<file path="src/rtl/fusion_feedback_distributor_pkg.sv">
`default_nettype none
// ============================================================================
// Module   : fusion_pkg
// Purpose  : Shared constants and FSM encoding for the fusion feedback path.
// Revision : 1.0
// ============================================================================
package fusion_pkg;

    localparam int N_STATES = 6;
    localparam int XW       = 16;
    localparam int PFW      = 32;
    localparam int PW       = 16;
    localparam int GW       = 16;
    localparam int GFRAC    = 12;
    localparam int PRODW    = 48;
    localparam int IDXW     = 4;

    localparam logic [GW-1:0]   GAMMA_ONE = 16'd4096;
    localparam logic [IDXW-1:0] LAST_IDX  = 4'd11;
    localparam logic [IDXW-1:0] SENSOR2_IDX = 4'd6;

    typedef enum logic [1:0] {
        IDLE = 2'd0,
        CALC = 2'd1,
        HOLD = 2'd2
    } state_e;

endpackage
`default_nettype wire

</file>
<file path="src/rtl/fusion_feedback_distributor_if.sv">
`default_nettype none
// ============================================================================
// Module   : fusion_feedback_distributor_if
// Purpose  : Fused-estimate input channel plus the two per-sensor outputs.
// Revision : 1.0
// ============================================================================
interface fusion_feedback_distributor_if;
    import fusion_pkg::*;

    logic                    in_valid;
    logic                    in_ready;
    logic [N_STATES*XW-1:0]  xf_in;
    logic [N_STATES*PFW-1:0] pf_in;
    logic [GW-1:0]           gamma1;
    logic [GW-1:0]           gamma2;

    logic                    out1_valid;
    logic                    out1_ready;
    logic [N_STATES*XW-1:0]  x1_out;
    logic [N_STATES*PW-1:0]  p1_out;

    logic                    out2_valid;
    logic                    out2_ready;
    logic [N_STATES*XW-1:0]  x2_out;
    logic [N_STATES*PW-1:0]  p2_out;

    modport master (
        output in_valid, xf_in, pf_in, gamma1, gamma2, out1_ready, out2_ready,
        input  in_ready, out1_valid, x1_out, p1_out, out2_valid, x2_out, p2_out
    );

    modport slave (
        input  in_valid, xf_in, pf_in, gamma1, gamma2, out1_ready, out2_ready,
        output in_ready, out1_valid, x1_out, p1_out, out2_valid, x2_out, p2_out
    );

endinterface
`default_nettype wire

</file>
<file path="src/rtl/fusion_feedback_distributor_cov_scale.sv">
`default_nettype none
// ============================================================================
// Module   : cov_scale_unit
// Purpose  : Pf * gamma (Q4.12) with floor shift; FEEDBACK_SAT_EN selects
//            clamp-to-[0,32767] instead of plain truncation to PW bits.
// Revision : 1.0
// ============================================================================
module cov_scale_unit
    import fusion_pkg::*;
(
    input  wire logic [PFW-1:0] pf_i,
    input  wire logic [GW-1:0]  gamma_i,
    output logic      [PW-1:0]  p_o
);

    logic [PRODW-1:0] w_a;
    logic [PRODW-1:0] w_b;

    // Gamma is unsigned, so it is zero-extended before the signed multiply.
    assign w_a = {{(PRODW-PFW){pf_i[PFW-1]}}, pf_i};
    assign w_b = {{(PRODW-GW){1'b0}}, gamma_i};

`ifdef FEEDBACK_SAT_EN
    logic signed [PRODW-1:0] w_res;

    assign w_res = ($signed(w_a) * $signed(w_b)) >>> GFRAC;

    always_comb begin
        p_o = w_res[PW-1:0];
        if (w_res[PRODW-1]) begin
            p_o = '0;
        end else if (w_res > 48'sd32767) begin
            p_o = 16'h7FFF;
        end
    end
`else
    assign p_o = PW'(($signed(w_a) * $signed(w_b)) >>> GFRAC);
`endif

endmodule
`default_nettype wire

</file>
<file path="src/rtl/fusion_feedback_distributor.sv">
`default_nettype none
// ============================================================================
// Module   : fusion_feedback_distributor
// Purpose  : Redistributes one fused estimate to two local filters through a
//            single time-shared scaler. Optional macro: FEEDBACK_SAT_EN.
// Revision : 1.0
// ============================================================================
module fusion_feedback_distributor
    import fusion_pkg::*;
(
    input  wire logic clk,
    input  wire logic rst_n,
    fusion_feedback_distributor_if.slave bus
);

    state_e                  state_q;
    state_e                  state_d;
    logic                    w_in_ready;

    logic [IDXW-1:0]         idx_q;
    logic [N_STATES*XW-1:0]  xf_q;
    logic [N_STATES*PFW-1:0] pf_q;
    logic [GW-1:0]           g1_q;
    logic [GW-1:0]           g2_q;

    logic [N_STATES*XW-1:0]  x1_q;
    logic [N_STATES*XW-1:0]  x2_q;
    logic [N_STATES*PW-1:0]  p1_q;
    logic [N_STATES*PW-1:0]  p2_q;
    logic                    v1_q;
    logic                    v2_q;

    logic                    w_sec;
    logic [2:0]              w_s;
    logic [PFW-1:0]          w_pf;
    logic [GW-1:0]           w_gamma;
    logic [PW-1:0]           w_p;
    logic                    w_hs1;
    logic                    w_hs2;

    // Products 0-5 serve sensor 1, products 6-11 serve sensor 2.
    assign w_sec   = (idx_q >= SENSOR2_IDX);
    assign w_s     = w_sec ? 3'(idx_q - SENSOR2_IDX) : 3'(idx_q);
    assign w_pf    = pf_q[w_s*PFW +: PFW];
    assign w_gamma = w_sec ? g2_q : g1_q;

    assign w_hs1 = v1_q & bus.out1_ready;
    assign w_hs2 = v2_q & bus.out2_ready;

    cov_scale_unit u_scale (
        .pf_i    (w_pf),
        .gamma_i (w_gamma),
        .p_o     (w_p)
    );

    always_ff @(posedge clk or negedge rst_n) begin
        if (!rst_n) begin
            state_q <= IDLE;
        end else begin
            state_q <= state_d;
        end
    end

    always_comb begin
        state_d    = state_q;
        w_in_ready = 1'b0;
        case (state_q)
            IDLE: begin
                w_in_ready = 1'b1;
                if (bus.in_valid) begin
                    state_d = CALC;
                end
            end
            CALC: begin
                if (idx_q == LAST_IDX) begin
                    state_d = HOLD;
                end
            end
            HOLD: begin
                // Leave only once every still-pending channel completes now.
                if ((!v1_q || bus.out1_ready) && (!v2_q || bus.out2_ready)) begin
                    state_d = IDLE;
                end
            end
            default: state_d = IDLE;
        endcase
    end

    always_ff @(posedge clk or negedge rst_n) begin
        if (!rst_n) begin
            idx_q <= '0;
            xf_q  <= '0;
            pf_q  <= '0;
            g1_q  <= '0;
            g2_q  <= '0;
            x1_q  <= '0;
            x2_q  <= '0;
            p1_q  <= '0;
            p2_q  <= '0;
            v1_q  <= 1'b0;
            v2_q  <= 1'b0;
        end else begin
            case (state_q)
                IDLE: begin
                    if (bus.in_valid) begin
                        xf_q  <= bus.xf_in;
                        pf_q  <= bus.pf_in;
                        g1_q  <= bus.gamma1;
                        g2_q  <= bus.gamma2;
                        idx_q <= '0;
                    end
                end
                CALC: begin
                    if (w_sec) begin
                        p2_q[w_s*PW +: PW] <= w_p;
                    end else begin
                        p1_q[w_s*PW +: PW] <= w_p;
                    end
                    idx_q <= idx_q + 4'd1;
                    if (idx_q == LAST_IDX) begin
                        x1_q <= xf_q;
                        x2_q <= xf_q;
                        v1_q <= 1'b1;
                        v2_q <= 1'b1;
                    end
                end
                HOLD: begin
                    if (w_hs1) begin
                        v1_q <= 1'b0;
                    end
                    if (w_hs2) begin
                        v2_q <= 1'b0;
                    end
                end
                default: ;
            endcase
        end
    end

    assign bus.in_ready   = w_in_ready;
    assign bus.out1_valid = v1_q;
    assign bus.out2_valid = v2_q;
    assign bus.x1_out     = x1_q;
    assign bus.x2_out     = x2_q;
    assign bus.p1_out     = p1_q;
    assign bus.p2_out     = p2_q;

endmodule
`default_nettype wire

</file>
<file path="src/flat_wrapper.sv">
// flat-port wrapper written by rule: the top's interface ports become plain ports
module fusion_feedback_distributor_flat import fusion_pkg::*;
  (clk, rst_n, bus_in_valid, bus_xf_in, bus_pf_in, bus_gamma1, bus_gamma2, bus_out1_ready, bus_out2_ready, bus_in_ready, bus_out1_valid, bus_x1_out, bus_p1_out, bus_out2_valid, bus_x2_out, bus_p2_out);
  fusion_feedback_distributor_if bus_i ();
  input  wire logic clk;
  input  wire logic rst_n;
  input wire logic [$bits(bus_i.in_valid)-1:0] bus_in_valid;
  input wire logic [$bits(bus_i.xf_in)-1:0] bus_xf_in;
  input wire logic [$bits(bus_i.pf_in)-1:0] bus_pf_in;
  input wire logic [$bits(bus_i.gamma1)-1:0] bus_gamma1;
  input wire logic [$bits(bus_i.gamma2)-1:0] bus_gamma2;
  input wire logic [$bits(bus_i.out1_ready)-1:0] bus_out1_ready;
  input wire logic [$bits(bus_i.out2_ready)-1:0] bus_out2_ready;
  output wire logic [$bits(bus_i.in_ready)-1:0] bus_in_ready;
  output wire logic [$bits(bus_i.out1_valid)-1:0] bus_out1_valid;
  output wire logic [$bits(bus_i.x1_out)-1:0] bus_x1_out;
  output wire logic [$bits(bus_i.p1_out)-1:0] bus_p1_out;
  output wire logic [$bits(bus_i.out2_valid)-1:0] bus_out2_valid;
  output wire logic [$bits(bus_i.x2_out)-1:0] bus_x2_out;
  output wire logic [$bits(bus_i.p2_out)-1:0] bus_p2_out;
  assign bus_i.in_valid = bus_in_valid;
  assign bus_i.xf_in = bus_xf_in;
  assign bus_i.pf_in = bus_pf_in;
  assign bus_i.gamma1 = bus_gamma1;
  assign bus_i.gamma2 = bus_gamma2;
  assign bus_i.out1_ready = bus_out1_ready;
  assign bus_i.out2_ready = bus_out2_ready;
  assign bus_in_ready = bus_i.in_ready;
  assign bus_out1_valid = bus_i.out1_valid;
  assign bus_x1_out = bus_i.x1_out;
  assign bus_p1_out = bus_i.p1_out;
  assign bus_out2_valid = bus_i.out2_valid;
  assign bus_x2_out = bus_i.x2_out;
  assign bus_p2_out = bus_i.p2_out;
  fusion_feedback_distributor u_core (.clk(clk), .rst_n(rst_n), .bus(bus_i));
endmodule
</file>
<file path="config.mk">
export PLATFORM = sky130hd
export DESIGN_NAME = fusion_feedback_distributor_flat
export DESIGN_NICKNAME = d
export VERILOG_FILES = /design/src/rtl/fusion_feedback_distributor_pkg.sv /design/src/rtl/fusion_feedback_distributor_if.sv /design/src/rtl/fusion_feedback_distributor_cov_scale.sv /design/src/rtl/fusion_feedback_distributor.sv /design/src/flat_wrapper.sv
export SDC_FILE = /design/constraint.sdc
export NUM_CORES = 2
export LEC_CHECK = 0
export BUFFER_PORTS_ARGS = -buffer_cell sky130_fd_sc_hd__buf_2
export CAP_MARGIN = 20
export CORE_MARGIN = 1
export CORE_UTILIZATION = 30
export CTS_BUF_LIST = sky130_fd_sc_hd__clkbuf_4 sky130_fd_sc_hd__clkbuf_8
export CTS_CLUSTER_DIAMETER = 200
export DETAILED_ROUTE_END_ITERATION = 8
export HOLD_SLACK_MARGIN = 0.08
export PLACE_DENSITY = 0.58
export SYNTH_ARGS = -nofsm -noshare
export SYNTH_HDL_FRONTEND = slang
export SYNTH_SLANG_ARGS = --single-unit
export TNS_END_PERCENT = 100
</file>
<file path="constraint.sdc">
create_clock -name clk -period 15.3 [get_ports clk]
set_clock_uncertainty 0.2 [all_clocks]
set_input_delay 3.06 -clock clk [delete_from_list [all_inputs] [get_ports clk]]
set_output_delay 3.06 -clock clk [all_outputs]
set_load 0.01 [all_outputs]
</file>
==> metrics <==
Hold Path Depth 2; CP Launch Type register; most frequent cell after synthesis dfrtp_1; die span in y 341.6 µm; largest family of logic cells by synthesized area adder cells; Post-Syn Instances between 3,000 and 4,000; hpwl dp approximately 79,000 µm; EDFF count, synth 0; synth top area cells dfrtp_1 43%, fa_1 14%, mux2_2 13%; register clock-pin slew on the reported worst setup and hold paths ~0.06 ns; Async SR Flop Fraction 1.000; met1 Usage GRT 0.2396; register bit total from synthesis 592; Initial Utilization 0.3025; Slowest-stage cell, CP o31ai_1; fillers 11,500; reg2reg end u_core.bus.p2_out[15]; vias in the first global route roughly 25,000; Hold Fails Final Rpt 0; xor/xnor share of the synthesized area 0.01277; ANT nets after route 0; CTS tree yes; CTS H-tree lvls 3; area of the multi-input gates roughly 0.017 mm²; Die Area around 0.12 mm²; port bufs 687; Post-CTS Hold Buffers 0; crit path DAT approximately 11 ns; I/O pin count between 700 and 800; final instance area 0.04145 mm²; grt met2 use 0.2887; CP Data Required Time ~16 ns; largest net degree at the start of global routing 170; FF/Latch Area 0.01482 mm²; hold endpoint u_core.bus.p1_out[24]; Die X 341.6 µm; CORE AREA 0.1143 mm²; GP Congestion about 0.85; most frequent cells after synthesis 592 x dfrtp_1, 465 x nand2_1, 402 x mux2_2, 346 x inv_1, 246 x fa_1; RSZ-0062 raised after global routing no; Tcrit/Tclk final 0.6881; syn_nets around 3,800; Tmin final 10.53 ns; GR Overflow Total 0; fraction of the mapped netlist area in adder cells 0.1713; global-route wire length before repair 157,600 µm; Setup CP Type reg -> reg; CTS resizes 0; Max-slew headroom 0.2319; post-synthesis mux area share 0.1521; Cell Area, Synth ~0.035 mm²; 1st-pass router iterations 5; Max clock buf depth 3; clk root buf clkbuf_8; status completed; post-synthesis simple-gate area fraction 0.08391; Post-DP Area around 0.04 mm²; initial antenna violation count 23; Tightest Pin Transition about 1.1 ns; Initial DRC Count 1,314; drt total wl 106,600 µm; max_cap viols 0; Tot GR Track Use 0.1804; area fraction in compound gates after synthesis 0.07248; Ys Warns 0; highest cell delay on the worst timing path between 0.6 and 0.7 ns; Mean Syn Cell Area roughly 11 µm²; drt drc 0; GR Util met3 0.03894; origin of the critical flop-to-flop path u_core.idx_q[1]; GRT busiest layer met2; routed vias/inst roughly 4.7; Hold Path Class reg -> reg; Vias ~25,000; setup tns final 0 ns; final slew viol count 0; cell mode on critical path fa_1; DR WL/cell about 20 µm; Max Freq roughly 0.095 GHz; clock sinks roughly 590; register area share after synthesis 0.4282; Cell variety after synth 67; Yosys top cell by area dfrtp_1; share of layout cells above drive strength 1 0.3630; Main synth FF type dfrtp_1; R2R cell count 29; row count about 120; crit-path max FO 68; crit path from u_core.idx_q[1]; area grow syn2layout 19.81%; Hold Path Origin u_core.bus.p1_out[24]; Synth top area share 0.4282; r2r setup slk between 4 and 5 ns; setup violation total in the final timing report 0; clock latency on the worst-skew pair 0.78 ns; Net count, final approximately 4,400; number of buffers added for setup after CTS 0; CTS Buf Count 103; crit end category register
==> layout make-up <==
cell class                 instances  area share
multi-input combinational       1937      0.4135
sequential                       592      0.3575
timing repair buffer             740     0.09542
clock buffer                     163     0.04809
tap                             1512     0.04564
inverter                         347     0.03143
clock inverter                    17    0.007366
antenna                           16   0.0009660
==> per-layer routing <==
| layer | share of wire | wire [µm] |
|---|---|---|
| met1 | 0.44 | 46710 |
| met2 | 0.47 | 49860 |
| met3 | 0.061 | 6547 |
| met4 | 0.032 | 3372 |
| met5 | 0.00063 | 67 |
==> cells in the final DEF (no fill, tap or decap), types with 18 or more instances in the layout <==
cell type	synthesis	layout
a22oi_1	18	18
a21o_1	20	20
xnor2_1	24	20
a21oi_1	42	42
dfrtp_1	592	590
buf_2	25	686
nand2_1	465	464
clkbuf_8	0	123
mux2_2	402	402
buf_4	99	45
clkbuf_4	0	40
ha_1	80	80
nor2_1	130	129
mux2i_1	44	42
o21ai_0	216	213
fa_1	246	246
and2_1	25	25
inv_1	346	346
==> through the flow <==
stage	hold slack (ns)	utilization	instances	worst slack (ns)
CTS	0.2741	0.3612	5303	4.875
global route	0.2968	0.3624	5319	4.343
floorplan	0.2728	-	3144	6.305
finish	0.2710	0.3625	5324	4.771
global placement	0.2555	0.3410	5122	4.955
detailed placement	0.2602	0.3411	5123	4.936
==> sequential cells by signal, summed over array words and instances, names as in the netlist <==
signal,cells
u_core.bus.out2_valid,1
u_core.pf_q,168
u_core.bus.p1_out,96
u_core.bus.p2_out,96
u_core.bus.x2_out,96
u_core.idx_q,4
u_core.state_q,2
u_core.bus.out1_valid,1
u_core.xf_q,96
u_core.g2_q,16
u_core.g1_q,16
==> critical path: cells and delay by family (launching register included) <==
kind                     cells  cell delay, ns
adder cells (fa/ha/maj)      7            3.48
AO/OA/AOI/OAI                9            3.09
buffers and inverters        7            1.38
AND/OR/NAND/NOR              4            0.96
multiplexers                 1            0.40
XOR/XNOR                     1            0.37
flip-flops                   1            0.34
==> worst max-delay path by stage <==
| stage | end | slack (ns) |
|---|---|---|
| after CTS | u_core.bus.p2_out[15] | 4.87 |
| after floorplan | u_core.bus.p1_out[63] | 6.30 |
| after global routing | u_core.bus.p2_out[15] | 4.34 |
| final | u_core.bus.p2_out[15] | 4.77 |
| after detailed placement | u_core.bus.p1_out[95] | 4.94 |
| after global placement | u_core.bus.p1_out[95] | 4.95 |
==> kinds of logic after synthesis <==
kind of cell / after synthesis
mux: 459
flops: 592
buf+inv: 615
xor+xnor: 41
fa+ha+maj: 326
compound gates: 414
simple gates: 697
Power is left out: the tool's default activity adds up to more than one toggle a clock period on the data nets, which glitch-free logic cannot reach.
